### src/rtl/caf_pkg.sv
// Shared definitions for the CAF correlation path: complex-multiply modes and
// an elaboration-time ceil(log2) helper used to size counters and accumulators.
package caf_pkg;

    typedef enum logic {
        CPX_MODE_NORMAL = 1'b0,  // x * y
        CPX_MODE_CONJ   = 1'b1   // x * conj(y)
    } cpx_mode_e;

    // Smallest n with 2**n >= value (0 for value <= 1).
    function automatic int unsigned clog2(input int unsigned value);
        int unsigned result;
        result = 0;
        for (int unsigned i = 0; i < 32; i++) begin
            if ((64'd1 << i) < 64'(value)) begin
                result = i + 1;
            end
        end
        return result;
    endfunction

endpackage

### src/rtl/cpx_mult_pipe.sv
// Three-stage complex multiplier: S1 input register, S2 four partial products,
// S3 I/Q sums one bit wider than the products. All stages advance on en_i and
// carry a valid bit so bubbles travel through as invalid slots.
module cpx_mult_pipe
    import caf_pkg::*;
#(
    parameter int unsigned X_BITS = 12,
    parameter int unsigned Y_BITS = 12
) (
    input  logic                            clk,
    input  logic                            rst_n,
    input  logic                            en_i,
    input  logic                            valid_i,
    input  logic signed [X_BITS-1:0]        xi_i,
    input  logic signed [X_BITS-1:0]        xq_i,
    input  logic signed [Y_BITS-1:0]        yi_i,
    input  logic signed [Y_BITS-1:0]        yq_i,
    input  logic                            conj_i,
    output logic                            valid_o,
    output logic signed [X_BITS+Y_BITS:0]   i_o,
    output logic signed [X_BITS+Y_BITS:0]   q_o
);

    localparam int unsigned P_BITS = X_BITS + Y_BITS;
    localparam int unsigned S_BITS = P_BITS + 1;

    // S1
    logic                     s1_v_q;
    logic signed [X_BITS-1:0] xi_q, xq_q;
    logic signed [Y_BITS-1:0] yi_q, yq_q;
    cpx_mode_e                s1_mode_q;

    // S2
    logic                     s2_v_q;
    logic signed [P_BITS-1:0] pii_q, pqq_q, piq_q, pqi_q;
    cpx_mode_e                s2_mode_q;

    // S3
    logic                     s3_v_q;
    logic signed [S_BITS-1:0] s3_i_q, s3_q_q;

    // Operands widened to product width so the multiplies are full precision
    logic signed [P_BITS-1:0] xi_e, xq_e, yi_e, yq_e;
    logic signed [S_BITS-1:0] sum_i_d, sum_q_d;

    // Sign-extend S1 operands to the product width
    always_comb begin
        xi_e = P_BITS'(xi_q);
        xq_e = P_BITS'(xq_q);
        yi_e = P_BITS'(yi_q);
        yq_e = P_BITS'(yq_q);
    end

    // Combine partial products; conjugation flips the sign of the yq terms
    always_comb begin
        sum_i_d = '0;
        sum_q_d = '0;
        case (s2_mode_q)
            CPX_MODE_CONJ: begin
                sum_i_d = S_BITS'(pii_q) + S_BITS'(pqq_q);
                sum_q_d = S_BITS'(pqi_q) - S_BITS'(piq_q);
            end
            default: begin
                sum_i_d = S_BITS'(pii_q) - S_BITS'(pqq_q);
                sum_q_d = S_BITS'(piq_q) + S_BITS'(pqi_q);
            end
        endcase
    end

    // S1..S3 registers, all gated by the shared pipeline enable
    always_ff @(posedge clk or negedge rst_n) begin
        if (!rst_n) begin
            s1_v_q    <= 1'b0;
            xi_q      <= '0;
            xq_q      <= '0;
            yi_q      <= '0;
            yq_q      <= '0;
            s1_mode_q <= CPX_MODE_NORMAL;
            s2_v_q    <= 1'b0;
            pii_q     <= '0;
            pqq_q     <= '0;
            piq_q     <= '0;
            pqi_q     <= '0;
            s2_mode_q <= CPX_MODE_NORMAL;
            s3_v_q    <= 1'b0;
            s3_i_q    <= '0;
            s3_q_q    <= '0;
        end else if (en_i) begin
            s1_v_q    <= valid_i;
            xi_q      <= xi_i;
            xq_q      <= xq_i;
            yi_q      <= yi_i;
            yq_q      <= yq_i;
            s1_mode_q <= conj_i ? CPX_MODE_CONJ : CPX_MODE_NORMAL;

            s2_v_q    <= s1_v_q;
            pii_q     <= xi_e * yi_e;
            pqq_q     <= xq_e * yq_e;
            piq_q     <= xi_e * yq_e;
            pqi_q     <= xq_e * yi_e;
            s2_mode_q <= s1_mode_q;

            s3_v_q    <= s2_v_q;
            s3_i_q    <= sum_i_d;
            s3_q_q    <= sum_q_d;
        end
    end

    // Stage-3 results drive the outputs directly
    always_comb begin
        valid_o = s3_v_q;
        i_o     = s3_i_q;
        q_o     = s3_q_q;
    end

endmodule

### src/rtl/cpx_mac.sv
// Pipelined complex multiply-accumulate: pairs x/y samples under a joint
// handshake, multiplies (optionally conjugating y), sums acc_len products at
// full precision and presents one result per block with backpressure.
module cpx_mac
    import caf_pkg::*;
#(
    parameter int unsigned X_BITS      = 12,
    parameter int unsigned Y_BITS      = 12,
    parameter int unsigned MAX_ACC_LEN = 16,
    parameter int unsigned CNT_BITS    = clog2(MAX_ACC_LEN + 1),
    parameter int unsigned OUT_BITS    = X_BITS + Y_BITS + 1 + clog2(MAX_ACC_LEN)
) (
    input  logic                       clk,
    input  logic                       rst_n,
    input  logic                       m_axis_x_tvalid,
    output logic                       m_axis_x_tready,
    input  logic signed [X_BITS-1:0]   xi,
    input  logic signed [X_BITS-1:0]   xq,
    input  logic                       m_axis_y_tvalid,
    output logic                       m_axis_y_tready,
    input  logic signed [Y_BITS-1:0]   yi,
    input  logic signed [Y_BITS-1:0]   yq,
    input  logic                       conj_en,
    input  logic [CNT_BITS-1:0]        acc_len,
    output logic                       s_axis_tvalid,
    input  logic                       s_axis_tready,
    output logic signed [OUT_BITS-1:0] i_out,
    output logic signed [OUT_BITS-1:0] q_out
);

    localparam int unsigned S_BITS = X_BITS + Y_BITS + 1;

    logic                       run_q;
    logic                       en;
    logic                       accept;

    logic                       mp_valid;
    logic signed [S_BITS-1:0]   mp_i, mp_q;

    logic signed [OUT_BITS-1:0] acc_i_q, acc_i_d, acc_q_q, acc_q_d;
    logic signed [OUT_BITS-1:0] out_i_q, out_i_d, out_q_q, out_q_d;
    logic [CNT_BITS-1:0]        cnt_q, cnt_d, len_q, len_d;
    logic                       s_valid_q, s_valid_d;

    logic                       first;
    logic                       last;
    logic [CNT_BITS-1:0]        len_sel;
    logic signed [OUT_BITS-1:0] prod_i, prod_q, sum_i, sum_q;

    // Hold both input readies low through reset and for the first clock after it
    always_ff @(posedge clk or negedge rst_n) begin
        if (!rst_n) begin
            run_q <= 1'b0;
        end else begin
            run_q <= 1'b1;
        end
    end

    // Global pipeline enable and the joint x/y handshake
    always_comb begin
        en              = !(s_valid_q && !s_axis_tready);
        m_axis_x_tready = en && run_q && m_axis_y_tvalid;
        m_axis_y_tready = en && run_q && m_axis_x_tvalid;
        accept          = en && run_q && m_axis_x_tvalid && m_axis_y_tvalid;
    end

    cpx_mult_pipe #(
        .X_BITS (X_BITS),
        .Y_BITS (Y_BITS)
    ) u_mult (
        .clk     (clk),
        .rst_n   (rst_n),
        .en_i    (en),
        .valid_i (accept),
        .xi_i    (xi),
        .xq_i    (xq),
        .yi_i    (yi),
        .yq_i    (yq),
        .conj_i  (conj_en),
        .valid_o (mp_valid),
        .i_o     (mp_i),
        .q_o     (mp_q)
    );

    // S4: accumulate; the block's first product replaces acc and latches the
    // length, so back-to-back blocks need no idle slot between them
    always_comb begin
        first = (cnt_q == '0);
        if (!first) begin
            len_sel = len_q;
        end else if (acc_len == '0) begin
            len_sel = CNT_BITS'(1);
        end else begin
            len_sel = acc_len;
        end
        prod_i = OUT_BITS'(mp_i);
        prod_q = OUT_BITS'(mp_q);
        sum_i  = first ? prod_i : acc_i_q + prod_i;
        sum_q  = first ? prod_q : acc_q_q + prod_q;
        last   = (cnt_q == len_sel - CNT_BITS'(1));

        acc_i_d   = acc_i_q;
        acc_q_d   = acc_q_q;
        out_i_d   = out_i_q;
        out_q_d   = out_q_q;
        cnt_d     = cnt_q;
        len_d     = len_q;
        s_valid_d = s_valid_q && !s_axis_tready;

        if (en && mp_valid) begin
            len_d = len_sel;
            if (last) begin
                out_i_d   = sum_i;
                out_q_d   = sum_q;
                s_valid_d = 1'b1;
                cnt_d     = '0;
                acc_i_d   = '0;
                acc_q_d   = '0;
            end else begin
                acc_i_d = sum_i;
                acc_q_d = sum_q;
                cnt_d   = cnt_q + CNT_BITS'(1);
            end
        end
    end

    // S4 accumulator, block counter and output register
    always_ff @(posedge clk or negedge rst_n) begin
        if (!rst_n) begin
            acc_i_q   <= '0;
            acc_q_q   <= '0;
            out_i_q   <= '0;
            out_q_q   <= '0;
            cnt_q     <= '0;
            len_q     <= '0;
            s_valid_q <= 1'b0;
        end else begin
            acc_i_q   <= acc_i_d;
            acc_q_q   <= acc_q_d;
            out_i_q   <= out_i_d;
            out_q_q   <= out_q_d;
            cnt_q     <= cnt_d;
            len_q     <= len_d;
            s_valid_q <= s_valid_d;
        end
    end

    // Registered result drives the output stream
    always_comb begin
        s_axis_tvalid = s_valid_q;
        i_out         = out_i_q;
        q_out         = out_q_q;
    end

endmodule

### config.mk
export PLATFORM = sky130hd
export DESIGN_NAME = cpx_mac
export DESIGN_NICKNAME = d
export VERILOG_FILES = /design/src/rtl/caf_pkg.sv /design/src/rtl/cpx_mult_pipe.sv /design/src/rtl/cpx_mac.sv
export SDC_FILE = /design/constraint.sdc
export NUM_CORES = 2
export LEC_CHECK = 0
export ABC_AREA = 1
export CAP_MARGIN = 40
export CORE_ASPECT_RATIO = 1.2
export CORE_MARGIN = 2
export CORE_UTILIZATION = 45
export CTS_BUF_LIST = sky130_fd_sc_hd__clkbuf_4 sky130_fd_sc_hd__clkbuf_8 sky130_fd_sc_hd__clkbuf_16
export CTS_CLUSTER_DIAMETER = 120
export CTS_CLUSTER_SIZE = 16
export DETAILED_ROUTE_END_ITERATION = 8
export SYNTH_ARGS = -nofsm -noshare
export SYNTH_HDL_FRONTEND = slang
export SYNTH_HIERARCHICAL = 1
export SYNTH_SLANG_ARGS = --single-unit
### constraint.sdc
create_clock -name clk -period 5.8 [get_ports clk]
set_input_delay 1.45 -clock clk [delete_from_list [all_inputs] [get_ports clk]]
set_output_delay 1.45 -clock clk [all_outputs]
set_load 0.005 [all_outputs]
==> results.toml <==
[die]
die_x_um = 289
row_count = 125
core-area_mm2 = 0.0968
dieArea_mm2 = 0.100
start_util = 0.454
dieHeight_um = 346
num_io_pins = 120

[worst_setup_path]
arrival_ps = 6060
crit_path_start_kind = "flop"
path_class = "reg -> reg"
required_ps = 6300
cpMaxStageDelayCell = "dfrtp_1"
crit_top_cell = "fa_1"
max_stage_delay_ps = 960
worstPathCellList = "nand2_1 > fa_1 > inv_1 > fa_1 > fa_1 > inv_1 > fa_1 > inv_1 > fa_1 > ha_1 > nand2_1 > nor3_1 > o21ai_0 > nand3_1 > nand2_1 > nand3_1 > nand2_1"
critPathMaxFanout = 17
worstSetupEndpointType = "flop"

[clock_network]
cts_tree = "built"
clock_sinks = 327
ctsHoldBuffers = 0
cts-root-buf = "clkbuf_16"
cts_buffers = 26
cts_buffer_depth = 3
cts_resized = 0
cts_setup_buffers = 0
clk_latency_ps = 620
clkSlewWorstSetupHoldPaths_ps = 80
htree_levels = 1

[grt]
grt_start_max_net_pins = 169
grt-ovfl-total = 0
antenna_found_initial = 0
grtUsageTotal = 0.248
grt_pass1_vias = 37600
grt_pass1_wl_mm = 200

[flow_run]
maxCapViolations = 0

[yosys]
yosysWarnings = 6
netlist-cell-type-count = 49
syn_area_mm2 = 0.0439
syn-num-nets = 6991
synthCells = 6063
seq_area_frac_synth = 0.186
ys_ff_latch = 327
synth_edf_count = 0
async_flop_share = 1.00
synth_top_flop_cell = "dfrtp_1"
synth_area_per_cell_um2 = 7.24

[sta]
fin_crit_ps = 5560
tightest_slew_ps = 959
finalMaxSlewViolations = 0
fin_skew_ps = 28.9
rsz0062_at_grt = "no"
worst_slack_ps = 242
final-setup-viol-count = 0
hold_viol_final = 0
fin_tns_setup_ps = 0
relSlewSlack = 0.361
finalCritPeriodShare = 0.958
fmax_ghz = 0.180

[route]
drt.antenna.violating_nets = 0
vias = 37100
vias_per_cell = 5.04
first_iter_violations = 2411
wl_per_cell_um = 16.5
drc = 0
drt-pass1-iter-count = 5
wirelength_mm = 122

[finish]
postLayoutCoreUtil = 0.491
register_area_mm2 = 0.00818
stdcell_count = 7363
nets = 7017
drive_above_1_share = 0.0318
num-fill-cells = 9885
area_delta_synth_final_pct = 8.15
n_antenna_cell = 0
multi_input_area_mm2 = 0.0304

[place]
port_buffers = 119
place_ws_ps = 312
hpwl_mm = 98.7
gp_congestion = 0.916
dp.cells = 7331

[run_status]
outcome = "complete, no violations"

[worst_hold_path]
hold_path_class = "reg -> reg"
-- worst paths after layout --
kind | slack (ps) | start | depth (start not counted) | endpoint
max in group asynchronous | 3890 | rst_n | 2 | u_mult/pii_q[5]$_DFFE_PN0P_
min reg2reg | 480 | u_mult/s1_v_q$_DFFE_PN0P_ | 2 | u_mult/s1_v_q$_DFFE_PN0P_
max reg2reg | 240 | u_mult/yq_q[6]$_DFFE_PN0P_ | 17 | u_mult/pqq_q[22]$_DFFE_PN0P_
min in group asynchronous | 750 | rst_n | 1 | cnt_q[3]$_DFFE_PN0P_
max | 240 | u_mult/yq_q[6]$_DFFE_PN0P_ | 17 | u_mult/pqq_q[22]$_DFFE_PN0P_
min | 480 | u_mult/s1_v_q$_DFFE_PN0P_ | 2 | u_mult/s1_v_q$_DFFE_PN0P_
-- cell families after synthesis --
family	count (synthesis)	share of synthesized area
compound gates	494	0.0603
xor+xnor	146	0.0291
fa+ha+maj	869	0.343
buf+inv	1422	0.123
flops	327	0.186
other cells	1	0.0000854
simple gates	2804	0.259
-- critical path: cells and delay by family (launching register included) --
kind | cells | cell delay, ps
adders and majority gates | 6 | 3010
and+or+nand+nor | 7 | 980
DFF | 1 | 960
AOI/OAI and AO/OA | 1 | 250
buffers and inverters | 3 | 230
-- placed cells by master, fill, tap and decap left out, drive strengths merged, types with 2 or more instances in the layout --
master         Yosys  final
o22ai              3      3
a21o              11     11
o21a               2      2
o21bai            15     15
and2               5      5
nor4               8      8
nand2           2086   2086
fa               556    556
nand3b            38     38
a31oi             13     13
clkdlybuf4s50      0    118
nor3              28     28
a21oi            208    208
clkinv             1      3
dfrtp            327    327
and3               3      3
a21boi             3      3
nor2             319    319
nor3b              2      2
nand4             50     50
o21ai            233    233
inv             1202   1204
xor2              68     68
xnor2             78     78
or2               16     16
o211ai             2      2
ha               313    313
o31ai              3      3
clkbuf           184     26
nand3            249    249
buf               35     99
-- state kept, by name, indices dropped and copies added, names as in the netlist, 5 cells and up --
name          cells
acc_i_q          29
acc_q_q          29
i_out            29
q_out            29
u_mult/i_o       25
u_mult/q_o       25
u_mult/pii_q     24
u_mult/piq_q     24
u_mult/pqi_q     24
u_mult/pqq_q     24
u_mult/xi_q      12
u_mult/xq_q      12
u_mult/yi_q      12
u_mult/yq_q      12
cnt_q             5
len_q             5
-- synthesized netlist by cell type, drive strengths merged, types with 2 or more instances --
master  number  share of area
fa         556           0.25
nor2       319          0.029
buf         35         0.0044
a21boi       3        0.00060
dfrtp      327           0.19
o21bai      15         0.0026
or2         16         0.0023
nand3b      38         0.0065
nor4         8         0.0011
and2         5        0.00071
nand3      249          0.029
o211ai       2        0.00034
nor3b        2        0.00046
nand4       50         0.0071
nor3        28         0.0034
a31oi       13         0.0019
a21o        11         0.0019
o22ai        3        0.00043
nand2     2086           0.18
ha         313          0.089
o21a         2        0.00034
o31ai        3        0.00083
inv       1202           0.10
o21ai      233          0.027
xnor2       78          0.016
a21oi      208          0.024
xor2        68          0.014
clkbuf     184          0.016
and3         3        0.00043
-- layer usage --
layer | vias to the layer above | global-route usage | share of wire
met2 | 767 | 0.444 | 0.51
met1 | 18000 | 0.327 | 0.43
li1 | 18200 | - | -
met3 | 133 | 0.0176 | 0.036
met4 | 0 | 0.0547 | 0.023
met5 | - | 0 | 0
-- per-stage QoR --
stage,area [µm²],hold WS (ps)
floorplan,43900,442
global placement,46700,455
detailed placement,46700,460
CTS,47500,479
global route,47500,507
finish,47500,475
-- cell type report --
cell class,count,area share
sequential,327,0.172
clock inverter,6,0.00200
clock buffer,26,0.0137
inverter,1203,0.0952
timing repair buffer,217,0.0443
tap,1270,0.0335
multi-input combinational,4314,0.639
Power is not shown: default switching activity piles up to over one toggle a cycle in this logic, so the estimate is an artifact.
